`src/rtl/multi_channel_delay_generator_pkg.sv`:
```
// Shared encodings for the multi-channel delay generator.
// Modes, channel FSM states and default LFSR constants.
package multi_channel_delay_generator_pkg;

  typedef enum logic [1:0] {
    MODE_OFF    = 2'b00,
    MODE_FIXED  = 2'b01,
    MODE_RANDOM = 2'b10,
    MODE_BLOCK  = 2'b11
  } mode_e;

  typedef enum logic [1:0] {
    ST_IDLE  = 2'b00,
    ST_COUNT = 2'b01,
    ST_GRANT = 2'b10
  } state_e;

  localparam logic [31:0] TAPS_W8  = 32'h0000_00B8;
  localparam logic [31:0] TAPS_W16 = 32'h0000_B400;
  localparam logic [31:0] TAPS_W32 = 32'h8020_0003;
  localparam logic [31:0] SEED_W8  = 32'h0000_00E1;
  localparam logic [31:0] SEED_W16 = 32'h0000_ACE1;
  localparam logic [31:0] SEED_W32 = 32'hACE1_ACE1;

  function automatic logic [31:0] default_taps(input int w);
    unique case (1'b1)
      (w == 8):  return TAPS_W8;
      (w == 32): return TAPS_W32;
      default:   return TAPS_W16;
    endcase
  endfunction

  function automatic logic [31:0] default_seed(input int w);
    unique case (1'b1)
      (w == 8):  return SEED_W8;
      (w == 32): return SEED_W32;
      default:   return SEED_W16;
    endcase
  endfunction

endpackage

```
`src/rtl/multi_channel_delay_generator_galois_lfsr.sv`:
```
// Reseedable Galois LFSR shared by all delay channels.
// An all-zero load falls back to SEED so the register never locks up.
module galois_lfsr #(
  parameter int           W    = 16,
  parameter logic [W-1:0] TAPS = 16'hB400,
  parameter logic [W-1:0] SEED = 16'hACE1
) (
  input  logic         clk,
  input  logic         rst,
  input  logic         load,
  input  logic [W-1:0] load_value,
  output logic [W-1:0] state
);

  always_ff @(posedge clk) begin
    if (rst) begin
      state <= SEED;
    end else if (load) begin
      state <= (load_value == '0) ? SEED : load_value;
    end else if (state[0]) begin
      state <= (state >> 1) ^ TAPS;
    end else begin
      state <= state >> 1;
    end
  end

endmodule

```
`src/rtl/multi_channel_delay_generator.sv`:
```
// Per-channel request/grant latency injector.
// Each channel samples its delay at acceptance and grants for one cycle.
module multi_channel_delay_generator
  import multi_channel_delay_generator_pkg::*;
#(
  parameter int                NR_CH   = 2,
  parameter int                LFSR_W  = 16,
  parameter int                DELAY_W = 8,
  parameter logic [LFSR_W-1:0] TAPS    =
    LFSR_W'(default_taps(LFSR_W)),
  parameter logic [LFSR_W-1:0] SEED    =
    LFSR_W'(default_seed(LFSR_W))
) (
  input  logic                 clk,
  input  logic                 rst,
  input  logic [NR_CH-1:0]     req,
  output logic [NR_CH-1:0]     gnt,
  output logic [NR_CH-1:0]     busy,
  input  logic [2*NR_CH-1:0]   cfg_mode,
  input  logic [DELAY_W-1:0]   cfg_fixed,
  input  logic [DELAY_W-1:0]   cfg_min,
  input  logic [DELAY_W-1:0]   cfg_mask,
  input  logic                 seed_load,
  input  logic [LFSR_W-1:0]    seed_value
);

  logic [LFSR_W-1:0] lfsr;

  galois_lfsr #(
    .W    (LFSR_W),
    .TAPS (TAPS),
    .SEED (SEED)
  ) u_lfsr (
    .clk        (clk),
    .rst        (rst),
    .load       (seed_load),
    .load_value (seed_value),
    .state      (lfsr)
  );

  for (genvar c = 0; c < NR_CH; c++) begin : g_ch
    localparam int SH = (c * DELAY_W) % LFSR_W;

    mode_e              mode;
    state_e             st_q, st_d;
    logic [DELAY_W-1:0] cnt_q, cnt_d;
    logic [DELAY_W-1:0] rnd;
    logic [DELAY_W:0]   sum;
    logic [DELAY_W-1:0] dly;

    assign mode = mode_e'(cfg_mode[2*c +: 2]);

    // Channel view of the LFSR: rotated right so channels decorrelate
    for (genvar b = 0; b < DELAY_W; b++) begin : g_rot
      assign rnd[b] = lfsr[(b + SH) % LFSR_W];
    end

    assign sum = {1'b0, cfg_min} + {1'b0, rnd & cfg_mask};

    always_comb begin
      dly = '0;
      unique case (mode)
        MODE_FIXED:  dly = cfg_fixed;
        MODE_RANDOM: dly = sum[DELAY_W] ? '1 : sum[DELAY_W-1:0];
        default:     dly = '0;
      endcase
    end

    always_comb begin
      st_d  = st_q;
      cnt_d = cnt_q;
      unique case (st_q)
        ST_IDLE: begin
          if (req[c] && mode != MODE_BLOCK) begin
            cnt_d = dly;
            st_d  = (dly == '0) ? ST_GRANT : ST_COUNT;
          end
        end
        ST_COUNT: begin
          if (!req[c]) begin
            st_d = ST_IDLE;
          end else if (cnt_q == DELAY_W'(1)) begin
            st_d = ST_GRANT;
          end else begin
            cnt_d = cnt_q - DELAY_W'(1);
          end
        end
        ST_GRANT: st_d = ST_IDLE;
        default:  st_d = ST_IDLE;
      endcase
    end

    always_ff @(posedge clk) begin
      if (rst) begin
        st_q  <= ST_IDLE;
        cnt_q <= '0;
      end else begin
        st_q  <= st_d;
        cnt_q <= cnt_d;
      end
    end

    assign gnt[c]  = (st_q == ST_GRANT);
    assign busy[c] = (st_q != ST_IDLE);
  end

endmodule
```
`config.mk`:
```
export PLATFORM = sky130hd
export DESIGN_NAME = multi_channel_delay_generator
export DESIGN_NICKNAME = d
export VERILOG_FILES = /design/src/rtl/multi_channel_delay_generator_pkg.sv /design/src/rtl/multi_channel_delay_generator_galois_lfsr.sv /design/src/rtl/multi_channel_delay_generator.sv
export SDC_FILE = /design/constraint.sdc
export NUM_CORES = 1
export LEC_CHECK = 0
export BUFFER_PORTS_ARGS = -buffer_cell sky130_fd_sc_hd__buf_2
export CAP_MARGIN = 20
export CORE_MARGIN = 2
export CORE_UTILIZATION = 48
export DETAILED_ROUTE_END_ITERATION = 12
export PLACE_DENSITY = 0.7
export SYNTH_ARGS = -nofsm -noshare
export SYNTH_HDL_FRONTEND = slang
export SYNTH_SLANG_ARGS = --single-unit
```
`constraint.sdc`:
```
create_clock -name clk -period 4 [get_ports clk]
set_input_delay 1.2 -clock clk [delete_from_list [all_inputs] [get_ports clk]]
set_output_delay 1.2 -clock clk [all_outputs]
set_load 0.02 [all_outputs]
```
* Yosys cells after proc, flatten, opt, wreduce, memory -nomap -nowiden
Index checks and enable logic that the tools add are counted.
** Storage, ports and cells
- Bits in registers :: 36
- Bits in latches :: 0
- Memory bits (writable) :: 0
- ROM bits :: 0
- Bits of input ports :: 49
- Logic and storage cells :: 72
- Memories :: 0
** Cells by class
- Add/subtract/negate cells :: 4
- Multipliers :: 0
- Divide/modulo/power cells :: 0
- Magnitude comparators :: 0
- Equal/unequal tests :: 20
- Shift operators :: 0
- Muxes and demuxes :: 25
- Bitwise logic cells :: 3
- Reduce and logical (&&, ||, !) cells :: 15
** Operators by type and width (count)
- $mux W8 :: 8
- $pmux W8 S2 :: 4
- $mux W16 :: 3
- $add A8 B8 Y9 :: 2
- $and A8 B8 Y8 :: 2
- $eq A8 B1 Y1 const B :: 2
- $logic_not A16 Y1 :: 1
- $logic_not A8 Y1 :: 2
- $mux W2 :: 8
- $ne A2 B2 Y1 const B :: 8
- $sub A8 B1 Y8 const B :: 2
- $eq A2 B1 Y1 const B :: 4
- $eq A2 B2 Y1 const B :: 4
- $pmux W2 S2 :: 2
- $reduce_and A4 Y1 :: 2
- $reduce_bool A2 Y1 :: 4
- $ne A3 B3 Y1 const B :: 2
- $logic_not A2 Y1 :: 2
- $not A3 Y4 :: 1
- $reduce_and A2 Y1 :: 2
- $logic_and A1 B1 Y1 :: 2

* Logic depth before layout (Yosys ltp)
Gate-level depths: netlist of run 1.
- Depth after elaboration :: 8
- Mapped depth :: 10

* Cells and area by module
From an unflattened synthesis of run 1, not the netlist that was laid out.
** Unflattened totals
- Cells, all modules :: 384
- Area, all modules :: 3059.2 um^2
** Modules (own cells, without submodules)
- multi_channel_delay_generator :: instances 1, cells each 331, area each 2448.6 um^2, seq. area each 400.4 um^2
- galois_lfsr :: instances 1, cells each 53, area each 610.6 um^2, seq. area each 320.3 um^2

* Worst setup path before layout of run 1
No wires, ideal clock.
- Kind :: input -> register
- Start :: in cfg_mask[0]
- End :: reg g_ch[1].st_q[0]
- Library setup time :: 0.115 ns
- Arrival time :: 3.469 ns
- Data required time :: 3.885 ns
- Path slack :: 0.416 ns
- Cell stages on the path :: 10
- Path through :: and2_1 > ha_1 > fa_1 > a21o_1 > a21o_1 > a21o_1 > o41a_1 > nor4b_1 > o21ai_1 > o21ba_1
** On the way
- Longest elaborated chain between the ends :: 8
** RTL lines
- start: declaration :: RTL line multi_channel_delay_generator.sv:22 : input logic [DELAY_W-1:0] cfg_mask,
- $and A8 B8 Y8 :: RTL line multi_channel_delay_generator.sv:58 : assign sum = {1'b0, cfg_min} + {1'b0, rnd & cfg_mask};
- $add A8 B8 Y9 :: RTL line multi_channel_delay_generator.sv:58
- $mux W8 :: RTL line multi_channel_delay_generator.sv:64 : MODE_RANDOM: dly = sum[DELAY_W] ? '1 : sum[DELAY_W-1:0];
- $pmux W8 S2 :: RTL line multi_channel_delay_generator.sv:62 : unique case (mode)
- $logic_not A8 Y1 :: RTL line multi_channel_delay_generator.sv:76 : st_d = (dly == '0) ? ST_GRANT : ST_COUNT;
- $mux W2 :: RTL line multi_channel_delay_generator.sv:76
- $mux W2 :: RTL line multi_channel_delay_generator.sv:74 : if (req[c] && mode != MODE_BLOCK) begin
- $pmux W2 S2 :: RTL line multi_channel_delay_generator.sv:72 : unique case (st_q)
- end signal: assignment :: RTL line multi_channel_delay_generator.sv:98 : st_q <= st_d;
- end: declaration :: RTL line multi_channel_delay_generator.sv:45 : state_e st_q, st_d;
Every way passes these cells. The select of a mux whose other input is x is not followed.
A chain may end at the register's enable or synchronous reset.

* Final worst setup path of run 1
Ends and elaborated chain as after synthesis.

==> results.toml, run 1 <==
[outcome]
status = "complete, no violations"

[yosys]
synth_warnings = 0
ys_top_cells_by_area = "dfxtp_1 (23%), ha_1 (11%), a21oi_1 (7.5%)"
synth_flop_cell = "dfxtp_1"
yosys.area_share.simple = 0.275
synth_edf_count = 0
synth_xor_xnor_area_share = 0.0342
async_flop_share = 0
synth_area_leader_cell = "dfxtp_1"
synth_top_cell_area_share = 0.235
ys_ff_latch = 36
syn-mean-instance-area_um2 = 7.43
synth_compound_area_frac = 0.272
synth_cell_types = 54
synthMuxAreaShare = 0.0294
synth_adder_area_share = 0.119
synthCells = 413
seq_area_frac_synth = 0.235
synth_nets = 490
synth_top_family_by_area = "simple AND/OR/NAND/NOR gates"
synth_area_um2 = 3070

[route]
drc = 0
wl_per_cell_um = 15.5
drt-total-wl_um = 8290
vias = 3177
drt_iter0_drc = 173
dr.pass1.iters = 4
viasPerCell = 5.93
postRouteAntennaNets = 0

[sta]
final_max_slew_viol_count = 0
final_hold_viol_count = 0
layout_setup_ws_ns = 0.372
min_period_ns = 3.63
setup_violations = 0
tightest_slew_ns = 0.672
finalCritPeriodShare = 0.907
timing.slew.headroom = 0.552
fmax_ghz = 0.276
fin_skew_ns = 0.00801
fin_tns_setup_ns = 0
rsz0062_at_grt = "no"

[floorplanning]
core_area_um2 = 6280
ios = 53
rows = 29
start_util = 0.489
die_w_um = 84.0
fp.dieArea_um2 = 7050
die_h_um = 84.0

[global_route]
grt_pass1_vias = 3035
grt_usage = 0.237
grt_overflow_total = 0
antenna_found_initial = 0
grt_max_degree = 38
grt_pass1_wl_um = 13700

[power]
power_density_nw_per_um2 = 313
vdd_ir_drop_max_uv = 210
power_leakage_nw = 1.51

[final_layout]
diodes = 0
multi_input_area_um2 = 2240
layout.cells.non_filler = 536
final_area_um2 = 3480
nFillCells = 604
layout-drive-gt1-share = 0.148
area_growth_pct = 13.4
final_util = 0.555
nets = 535
final-seq-area_um2 = 721

[hold_path]
worstHoldStart = "u_lfsr.state[6]$_SDFF_PP1_"
hold_path.class = "flop to flop"
whs_endpoint = "u_lfsr.state[5]$_SDFF_PP1_"
hold_depth = 2

[placed_design]
place_congestion = 0.857
placed_area_um2 = 3370
dpl.hpwl_um = 6550
numPlacedInstances = 528
pre_cts_slack_ns = 0.104
portBuffers = 52

[cts]
cts_inserted_buffers = 5
cts.sinks = 36
tritoncts = "yes"
cts_hold_buffers = 0
path_clk_slew_ns = 0.08
cts_buffer_depth = 2
clock-root-buffer = "clkbuf_8"
cts_resized = 0
insertion_delay_ns = 0.30
cts_setup_buffers = 0
cts_max_level = 2

[setup_path]
critPathRequiredTime_ns = 4.20
critical_path_arrival_ns = 3.83
crit_path_end_kind = "flop"
rrSetupSlack_ns = 1.04
reg2reg_from = "u_lfsr.state[8]$_SDFF_PP0_"
cp_max_fo = 8
r2r_end = "g_ch[1].st_q[0]$_SDFFE_PP0P_"
start_kind = "primary input"
path_class = "primary input to flop"
rr_worst_depth = 10

[job]
drv_cap = 0
worst max-delay path: stages:
cell and delay, ns:
buf_2 0.10, and2_1 0.13, ha_1 0.21, fa_1 0.40, a21o_1 0.19, a21o_1 0.22, a21o_1 0.23, o41a_1 0.48
nor4b_1 0.35, o21ai_1 0.13, o21ba_1 0.19
final cells by class:
class | count | share of cell area
multi-input cells | 349 | 0.643
flip-flops and latches | 36 | 0.207
repair buffers | 53 | 0.0769
well taps | 77 | 0.0277
clock buffers | 6 | 0.0208
inverters | 13 | 0.0140
clock inverters | 2 | 0.0101
cells by family (layout without fill, tap and decap cells):
family,Yosys count,count (layout)
fa+ha+maj,28,28
buf+inv,28,74
flops,36,36
simple gates,164,164
xor+xnor,12,12
compound gates,136,136
mux,9,9
power breakdown:
group	total (mW)	internal (mW)	switching (mW)	leakage, nW
logic	0.360	0.147	0.213	1.16
clock network	0.326	0.185	0.140	0.0552
registers	0.404	0.383	0.0210	0.296
cells in the mapped netlist, drive strengths merged (4+ instances only):
master	instances
o21ai	39
xor2	9
inv	13
and2	18
a211o	4
nor2	36
nor2b	9
mux2i	9
nand3	10
clkbuf	10
a21o	6
nor3	10
o22ai	11
ha	26
nand2	35
nand2b	16
dfxtp	36
a31oi	4
a21oi	47
a211oi	6
nor4	6
nand4	4
and3	5
buf	5
registers in the layout, summed over array words and instances (netlist names):
register / flops
g_ch.cnt_q: 16
g_ch.st_q: 4
u_lfsr.state: 16
routing by layer:
| metal | part of all wire | vias up | track usage |
|---|---|---|---|
| met3 | 0.045 | 13 | 0.0465 |
| li1 | - | 1606 | - |
| met5 | 0 | - | 0 |
| met2 | 0.50 | 99 | 0.436 |
| met1 | 0.44 | 1459 | 0.278 |
| met4 | 0.017 | 0 | 0.0630 |
worst max path at each step:
| stage | start | to | slack [ns] |
|---|---|---|---|
| after floorplan | cfg_mask[0] | g_ch[1].st_q[0]$_SDFFE_PP0P_ | 0.42 |
| after global placement | cfg_mask[0] | g_ch[1].st_q[0]$_SDFFE_PP0P_ | 0.21 |
| after detailed placement | cfg_mask[0] | g_ch[1].st_q[0]$_SDFFE_PP0P_ | 0.10 |
| after CTS | cfg_mask[0] | g_ch[1].st_q[0]$_SDFFE_PP0P_ | 0.43 |
| after global routing | cfg_mask[0] | g_ch[1].st_q[0]$_SDFFE_PP0P_ | 0.27 |
| final | cfg_mask[0] | g_ch[1].st_q[0]$_SDFFE_PP0P_ | 0.37 |
layout by cell type, fill, tap and decap left out, drive strengths merged, types with 2 or more instances in the layout:
| cell type | synthesis | routed |
|---|---|---|
| a31oi | 4 | 4 |
| o22ai | 11 | 11 |
| a211o | 4 | 4 |
| o21ai | 39 | 39 |
| a211oi | 6 | 6 |
| xnor2 | 3 | 3 |
| nor2 | 36 | 36 |
| a21o | 6 | 6 |
| nand3b | 3 | 3 |
| nor3b | 2 | 2 |
| nand3 | 10 | 10 |
| buf | 5 | 53 |
| or2 | 3 | 3 |
| and3 | 5 | 5 |
| o41ai | 2 | 2 |
| nor4b | 3 | 3 |
| mux2i | 9 | 9 |
| a21oi | 47 | 47 |
| nor3 | 10 | 10 |
| a221oi | 3 | 3 |
| ha | 26 | 26 |
| nor4 | 6 | 6 |
| dfxtp | 36 | 36 |
| nand2b | 16 | 16 |
| nor2b | 9 | 9 |
| inv | 13 | 13 |
| a2111o | 2 | 2 |
| and2 | 18 | 18 |
| nand2 | 35 | 35 |
| nand4 | 4 | 4 |
| or3 | 3 | 3 |
| fa | 2 | 2 |
| xor2 | 9 | 9 |
| clkbuf | 10 | 6 |
per-stage QoR:
stage | total power [mW] | hold slack [ns]
floorplan | 0.665 | 0.448
global placement | 0.761 | 0.464
detailed placement | 0.766 | 0.472
CTS | 1.09 | 0.492
global route | 1.16 | 0.520
finish | 1.09 | 0.492
(Power assumes the default switching activity.)
==> run 2: changes to the inputs <==
--- a/config.mk
+++ b/config.mk
@@ -8,9 +8,9 @@
 export BUFFER_PORTS_ARGS = -buffer_cell sky130_fd_sc_hd__buf_2
 export CAP_MARGIN = 20
 export CORE_MARGIN = 2
-export CORE_UTILIZATION = 48
+export CORE_UTILIZATION = 57
 export DETAILED_ROUTE_END_ITERATION = 12
-export PLACE_DENSITY = 0.7
+export PLACE_DENSITY = 0.81
 export SYNTH_ARGS = -nofsm -noshare
 export SYNTH_HDL_FRONTEND = slang
 export SYNTH_SLANG_ARGS = --single-unit
==> results.toml, run 2 (same netlist as run 1, synthesis figures left out) <==
[setup_path]
rrSetupSlack_ns = 0.99
critical_path_arrival_ns = 3.84
r2r_end = "g_ch[1].st_q[0]$_SDFFE_PP0P_"
rr_worst_depth = 10
crit_path_end_kind = "flop"
start_kind = "primary input"
reg2reg_from = "u_lfsr.state[8]$_SDFF_PP0_"
cp_max_fo = 8
path_class = "primary input to flop"
crit_start = "cfg_mask[0]"
critPathRequiredTime_ns = 4.18

[final_layout]
top_regs = "g_ch.cnt_q (16), u_lfsr.state (16), g_ch.st_q (4)"
area_growth_pct = 12.8
final_cell_mix = "buf_2 (52), a21oi_1 (46), o21ai_0 (37)"
layout-drive-gt1-share = 0.148
diodes = 0
layout_commonest_cell = "buf_2"
nets = 535

[sta]
finalCritPeriodShare = 0.916
min_period_ns = 3.67
timing.slew.headroom = 0.560
tightest_slew_ns = 0.644
final_max_slew_viol_count = 0
fmax_ghz = 0.273
fin_tns_setup_ns = 0
final_hold_viol_count = 0
setup_violations = 0
rsz0062_at_grt = "no"
fin_skew_ns = 0.00951

[cts]
clock-root-buffer = "clkbuf_8"
cts_hold_buffers = 0
cts_resized = 0
cts_setup_buffers = 0
cts_max_level = 2
cts_buffer_depth = 2
insertion_delay_ns = 0.29
cts_inserted_buffers = 5
tritoncts = "yes"
path_clk_slew_ns = 0.07
cts.sinks = 36

[hold_path]
whs_endpoint = "u_lfsr.state[5]$_SDFF_PP1_"
hold_depth = 2
hold_path.class = "flop to flop"
worstHoldStart = "u_lfsr.state[6]$_SDFF_PP1_"

[power]
clock_power_share = 0.269
total_power_mw = 1.05
switching_share = 0.350
pwr-share-comb = 0.346
switchingPower_mw = 0.369
power_leakage_nw = 1.51
power_density_nw_per_um2 = 305
intPower_mw = 0.685
vdd_ir_drop_max_uv = 198
seqPwrFrac = 0.385

[route]
postRouteAntennaNets = 0
drt_iter0_drc = 225
viasPerCell = 6.11
wl_per_cell_um = 15.7
vias = 3228
drc = 0
dr.pass1.iters = 5
drt-total-wl_um = 8270

[global_route]
grt_usage = 0.282
grt_pass1_wl_um = 13600
grt_overflow_total = 0
grt_pass1_vias = 2923
antenna_found_initial = 0
grt_max_degree = 38

[floorplanning]
rows = 26
start_util = 0.597
ios = 53
die_w_um = 77.4
die_h_um = 77.4
core_area_um2 = 5140
fp.dieArea_um2 = 5990

[placed_design]
dpl.hpwl_um = 6340
portBuffers = 52
place_congestion = 0.968

[outcome]
status = "complete, no violations"

[job]
drv_cap = 0
==> run 2: changes by cell type in the layout (fill, tap and decap cells not counted) <==
cell / previous run / this run
bufinv_16: 1 / 0
clkbuf_1: 1 / 0
clkbuf_8: 5 / 7
clkinv_2: 1 / 0
==> run 2: worst max-delay path, cell delays in order <==
cell and delay (ns):
buf_2 0.10, and2_1 0.13, ha_1 0.20, fa_1 0.42, a21o_1 0.19, a21o_1 0.21, a21o_1 0.23, o41a_1 0.46
nor4b_1 0.36, o21ai_1 0.13, o21ba_1 0.21
==> run 2: power by group through the flow <==
| stage | Sequential (mW) | Combinational (mW) | Clock [mW] |
|---|---|---|---|
| 2_1_floorplan | 0.406 | 0.259 | 0 |
| 3_3_place_gp | 0.412 | 0.348 | 0 |
| 3_5_place_dp | 0.413 | 0.353 | 0 |
| 4_1_cts | 0.405 | 0.357 | 0.287 |
| 5_1_grt | 0.409 | 0.404 | 0.307 |
| 6_report | 0.406 | 0.365 | 0.284 |
==> run 2: per-stage QoR <==
step / hold WS [ns] / worst slack, ns / cell area [um2] / instances / util
after floorplan: 0.448 / 0.416 / 3070 / 413 / -
after global placement: 0.462 / 0.194 / 3360 / 521 / 0.655
after detailed placement: 0.471 / 0.0530 / 3360 / 521 / 0.655
after CTS: 0.489 / 0.346 / 3460 / 528 / 0.673
after global routing: 0.508 / 0.189 / 3460 / 528 / 0.673
final: 0.488 / 0.335 / 3460 / 528 / 0.673
==> run 2: worst max path at each step <==
stage	endpoint	depth (start not counted)
3_3_place_gp	g_ch[1].st_q[0]$_SDFFE_PP0P_	11
3_5_place_dp	g_ch[1].st_q[0]$_SDFFE_PP0P_	11
2_1_floorplan	g_ch[1].st_q[0]$_SDFFE_PP0P_	10
4_1_cts	g_ch[1].st_q[0]$_SDFFE_PP0P_	11
6_report	g_ch[1].st_q[0]$_SDFFE_PP0P_	11
5_1_grt	g_ch[1].st_q[0]$_SDFFE_PP0P_	11
==> run 2: final cells by class <==
type                       instances  area, um2
sequential                        36        721
inverter                          13       48.8
tap                               70       87.6
timing repair buffer              53        268
multi-input combinational        349       2240
fill                             479       1680
clock buffer                       7       96.3
==> run 2: layer usage <==
layer | share of wire | global-route usage | vias up
met5 | 0 | 0 | -
met4 | 0.013 | 0.0857 | 0
met3 | 0.070 | 0.0488 | 10
met2 | 0.46 | 0.448 | 136
met1 | 0.46 | 0.392 | 1492
li1 | - | - | 1590
==> run 3: changes to the inputs <==
--- a/config.mk
+++ b/config.mk
@@ -13,4 +13,5 @@
 export PLACE_DENSITY = 0.81
 export SYNTH_ARGS = -nofsm -noshare
 export SYNTH_HDL_FRONTEND = slang
+export SYNTH_HIERARCHICAL = 1
 export SYNTH_SLANG_ARGS = --single-unit
==> results.toml, run 3 <==
[setup_path]
crit_start = "cfg_mask[0]"
max_stage_delay_ns = 0.42
cp_max_fo = 3
critPathSlowestCell = "fa_1"
cp-endpoint = "g_ch[1].st_q[0]$_SDFFE_PP0P_"
critPathRequiredTime_ns = 4.15
crit_path_end_kind = "flop"
start_kind = "primary input"
rrSetupSlack_ns = 1.12
r2r_end = "g_ch[1].st_q[0]$_SDFFE_PP0P_"
crit_chain = "buf_2 > and2_1 > ha_1 > fa_1 > a21o_1 > a221oi_1 > mux2i_1 > or4_1 > o31a_1 > nor3_2 > a311oi_1"
critical_path_arrival_ns = 3.69
rr_worst_depth = 10
reg2reg_from = "u_lfsr/state[8]$_SDFF_PP0_"
path_class = "primary input to flop"

[route]
postRouteAntennaNets = 0
drt-total-wl_um = 8050
viasPerCell = 6.25
vias = 3143
drc = 0
dr.pass1.iters = 7
drt_iter0_drc = 138
wl_per_cell_um = 16.0

[floorplanning]
core_area_um2 = 5140
die_h_um = 77.3
start_util = 0.595
die_w_um = 77.3
ios = 53
fp.dieArea_um2 = 5970
rows = 26

[sta]
whs_ns = 0.462
final_max_slew_viol_count = 0
fin_tns_setup_ns = 0
timing.slew.headroom = 0.549
setup_violations = 0
finalCritPeriodShare = 0.887
fmax_ghz = 0.282
min_period_ns = 3.55
final_hold_viol_count = 0
rsz0062_at_grt = "no"
tightest_slew_ns = 0.675
fin_skew_ns = 0.00906

[final_layout]
final_area_um2 = 3450
nets = 509
diodes = 0
layout.cells.non_filler = 503
final_cell_mix = "buf_2 (52), dfxtp_1 (36), nor2_1 (33)"
layout-drive-gt1-share = 0.178
top_regs = "g_ch.cnt_q (16), u_lfsr/state (16), g_ch.st_q (4)"
area_growth_pct = 12.9
layout_commonest_cell = "buf_2"
final_util = 0.672

[yosys]
ys_top_cells_by_area = "dfxtp_1 (24%), ha_1 (11%), o21ai_0 (4.3%)"
synth_cell_types = 63
synth_area_leader_cell = "dfxtp_1"
synth_top_cell_area_share = 0.236
synthMuxAreaShare = 0.0331
synth_adder_area_share = 0.119
ys_ff_latch = 36
synth_edf_count = 0
seq_area_frac_synth = 0.236
synth_warnings = 6
synth_nets = 461
synthTopCellsByCount = "dfxtp_1 (36), nor2_1 (33), nand2_1 (31)"
synth_compound_area_frac = 0.284
synth_flop_cell = "dfxtp_1"
synthCells = 384
yosys.area_share.simple = 0.267
syn-mean-instance-area_um2 = 7.97
synth_xor_xnor_area_share = 0.0258
async_flop_share = 0
synth_top_family_by_area = "compound AO/OA/AOI/OAI gates"
yosysMostFrequentCell = "dfxtp_1"
synth_area_um2 = 3060

[power]
clock_power_share = 0.259
seqPwrFrac = 0.384
switchingPower_mw = 0.395
power_density_nw_per_um2 = 316
switching_share = 0.362
intPower_mw = 0.697
vdd_ir_drop_max_uv = 198
power_leakage_nw = 1.51
pwr-share-comb = 0.357

[global_route]
grt_pass1_vias = 2967
grt_overflow_total = 0
grt_usage = 0.276
grt_pass1_wl_um = 13400
grt_max_degree = 33
antenna_found_initial = 0

[outcome]
status = "complete, no violations"

[job]
drv_cap = 0

[cts]
cts_resized = 0
tritoncts = "yes"
cts_max_level = 2
cts_hold_buffers = 0
cts_setup_buffers = 0
insertion_delay_ns = 0.29
cts.sinks = 36
path_clk_slew_ns = 0.08
clock-root-buffer = "clkbuf_8"
cts_buffer_depth = 2
cts_inserted_buffers = 5

[placed_design]
place_congestion = 0.971
dpl.hpwl_um = 6320
numPlacedInstances = 495
placed_area_um2 = 3360
portBuffers = 52

[hold_path]
hold_path.class = "flop to flop"
## run 3: cell types whose count changed after synthesis, moves of 4 or more
| cell | previous run | this run |
|---|---|---|
| nand2_1 | 35 | 31 |
| nand3_1 | 10 | 5 |
| o22a_1 | 0 | 8 |
| o21ai_0 | 37 | 26 |
| o21a_1 | 1 | 5 |
| o22ai_1 | 11 | 2 |
| o211ai_1 | 1 | 5 |
| nand2b_1 | 16 | 6 |
| a21oi_1 | 46 | 23 |
## run 3: per-stage QoR
step,worst slack (ns),total power [mW]
CTS,0.491,1.09
detailed placement,0.178,0.810
finish,0.452,1.09
floorplan,0.475,0.702
global route,0.367,1.16
global placement,0.251,0.800
## run 3: routing by layer
layer	vias to the layer above	global-route usage	part of all wire
li1	1526	-	-
met1	1458	0.364	0.45
met2	144	0.457	0.46
met3	15	0.0518	0.071
met4	0	0.0839	0.019
met5	-	0	0
## run 3: how the worst min path moves through the flow
stage / from / endpoint / slack, ns / cells past startpoint
final: u_lfsr/state[7]$_SDFF_PP1_ / u_lfsr/state[6]$_SDFF_PP1_ / 0.46 / 1
after global routing: u_lfsr/state[7]$_SDFF_PP1_ / u_lfsr/state[6]$_SDFF_PP1_ / 0.48 / 1
after CTS: u_lfsr/state[7]$_SDFF_PP1_ / u_lfsr/state[6]$_SDFF_PP1_ / 0.47 / 1
after detailed placement: u_lfsr/state[6]$_SDFF_PP1_ / u_lfsr/state[5]$_SDFF_PP1_ / 0.45 / 1
after global placement: u_lfsr/state[6]$_SDFF_PP1_ / u_lfsr/state[5]$_SDFF_PP1_ / 0.44 / 1
after floorplan: u_lfsr/state[1]$_SDFF_PP0_ / u_lfsr/state[0]$_SDFF_PP1_ / 0.43 / 1
## run 3: cell families (layout without fill, tap and decap cells)
| group | Yosys count | after routing |
|---|---|---|
| AND/OR/NAND/NOR | 150 | 150 |
| AO/OA/AOI/OAI | 127 | 127 |
| flip-flops | 36 | 36 |
| adder cells (fa/ha/maj) | 28 | 28 |
| buffers and inverters | 24 | 73 |
| multiplexers | 10 | 10 |
| XOR/XNOR | 9 | 9 |
## run 3: layout make-up
cell class / count / area [um2]
Multi-Input combinational cell: 324 / 2230
Fill cell: 491 / 1690
Sequential cell: 36 / 721
Timing Repair Buffer: 54 / 275
Tap cell: 70 / 87.6
Clock buffer: 6 / 82.6
Inverter: 11 / 41.3
Clock inverter: 2 / 15.0
## run 3: critical path: cells and delay by family
| family | cells | cell delay, ns |
|---|---|---|
| and+or+nand+nor | 3 | 0.73 |
| AOI/OAI and AO/OA | 4 | 0.89 |
| adders and majority gates | 2 | 0.63 |
| muxes | 1 | 0.14 |
| buffers and inverters | 1 | 0.10 |
## run 3: power by group through the flow
stage	clock (mW)	combinational [mW]	sequential [mW]
floorplan	0	0.284	0.418
detailed placement	0	0.382	0.427
global placement	0	0.375	0.425
CTS	0.290	0.385	0.419
finish	0.282	0.390	0.419
global route	0.303	0.432	0.424
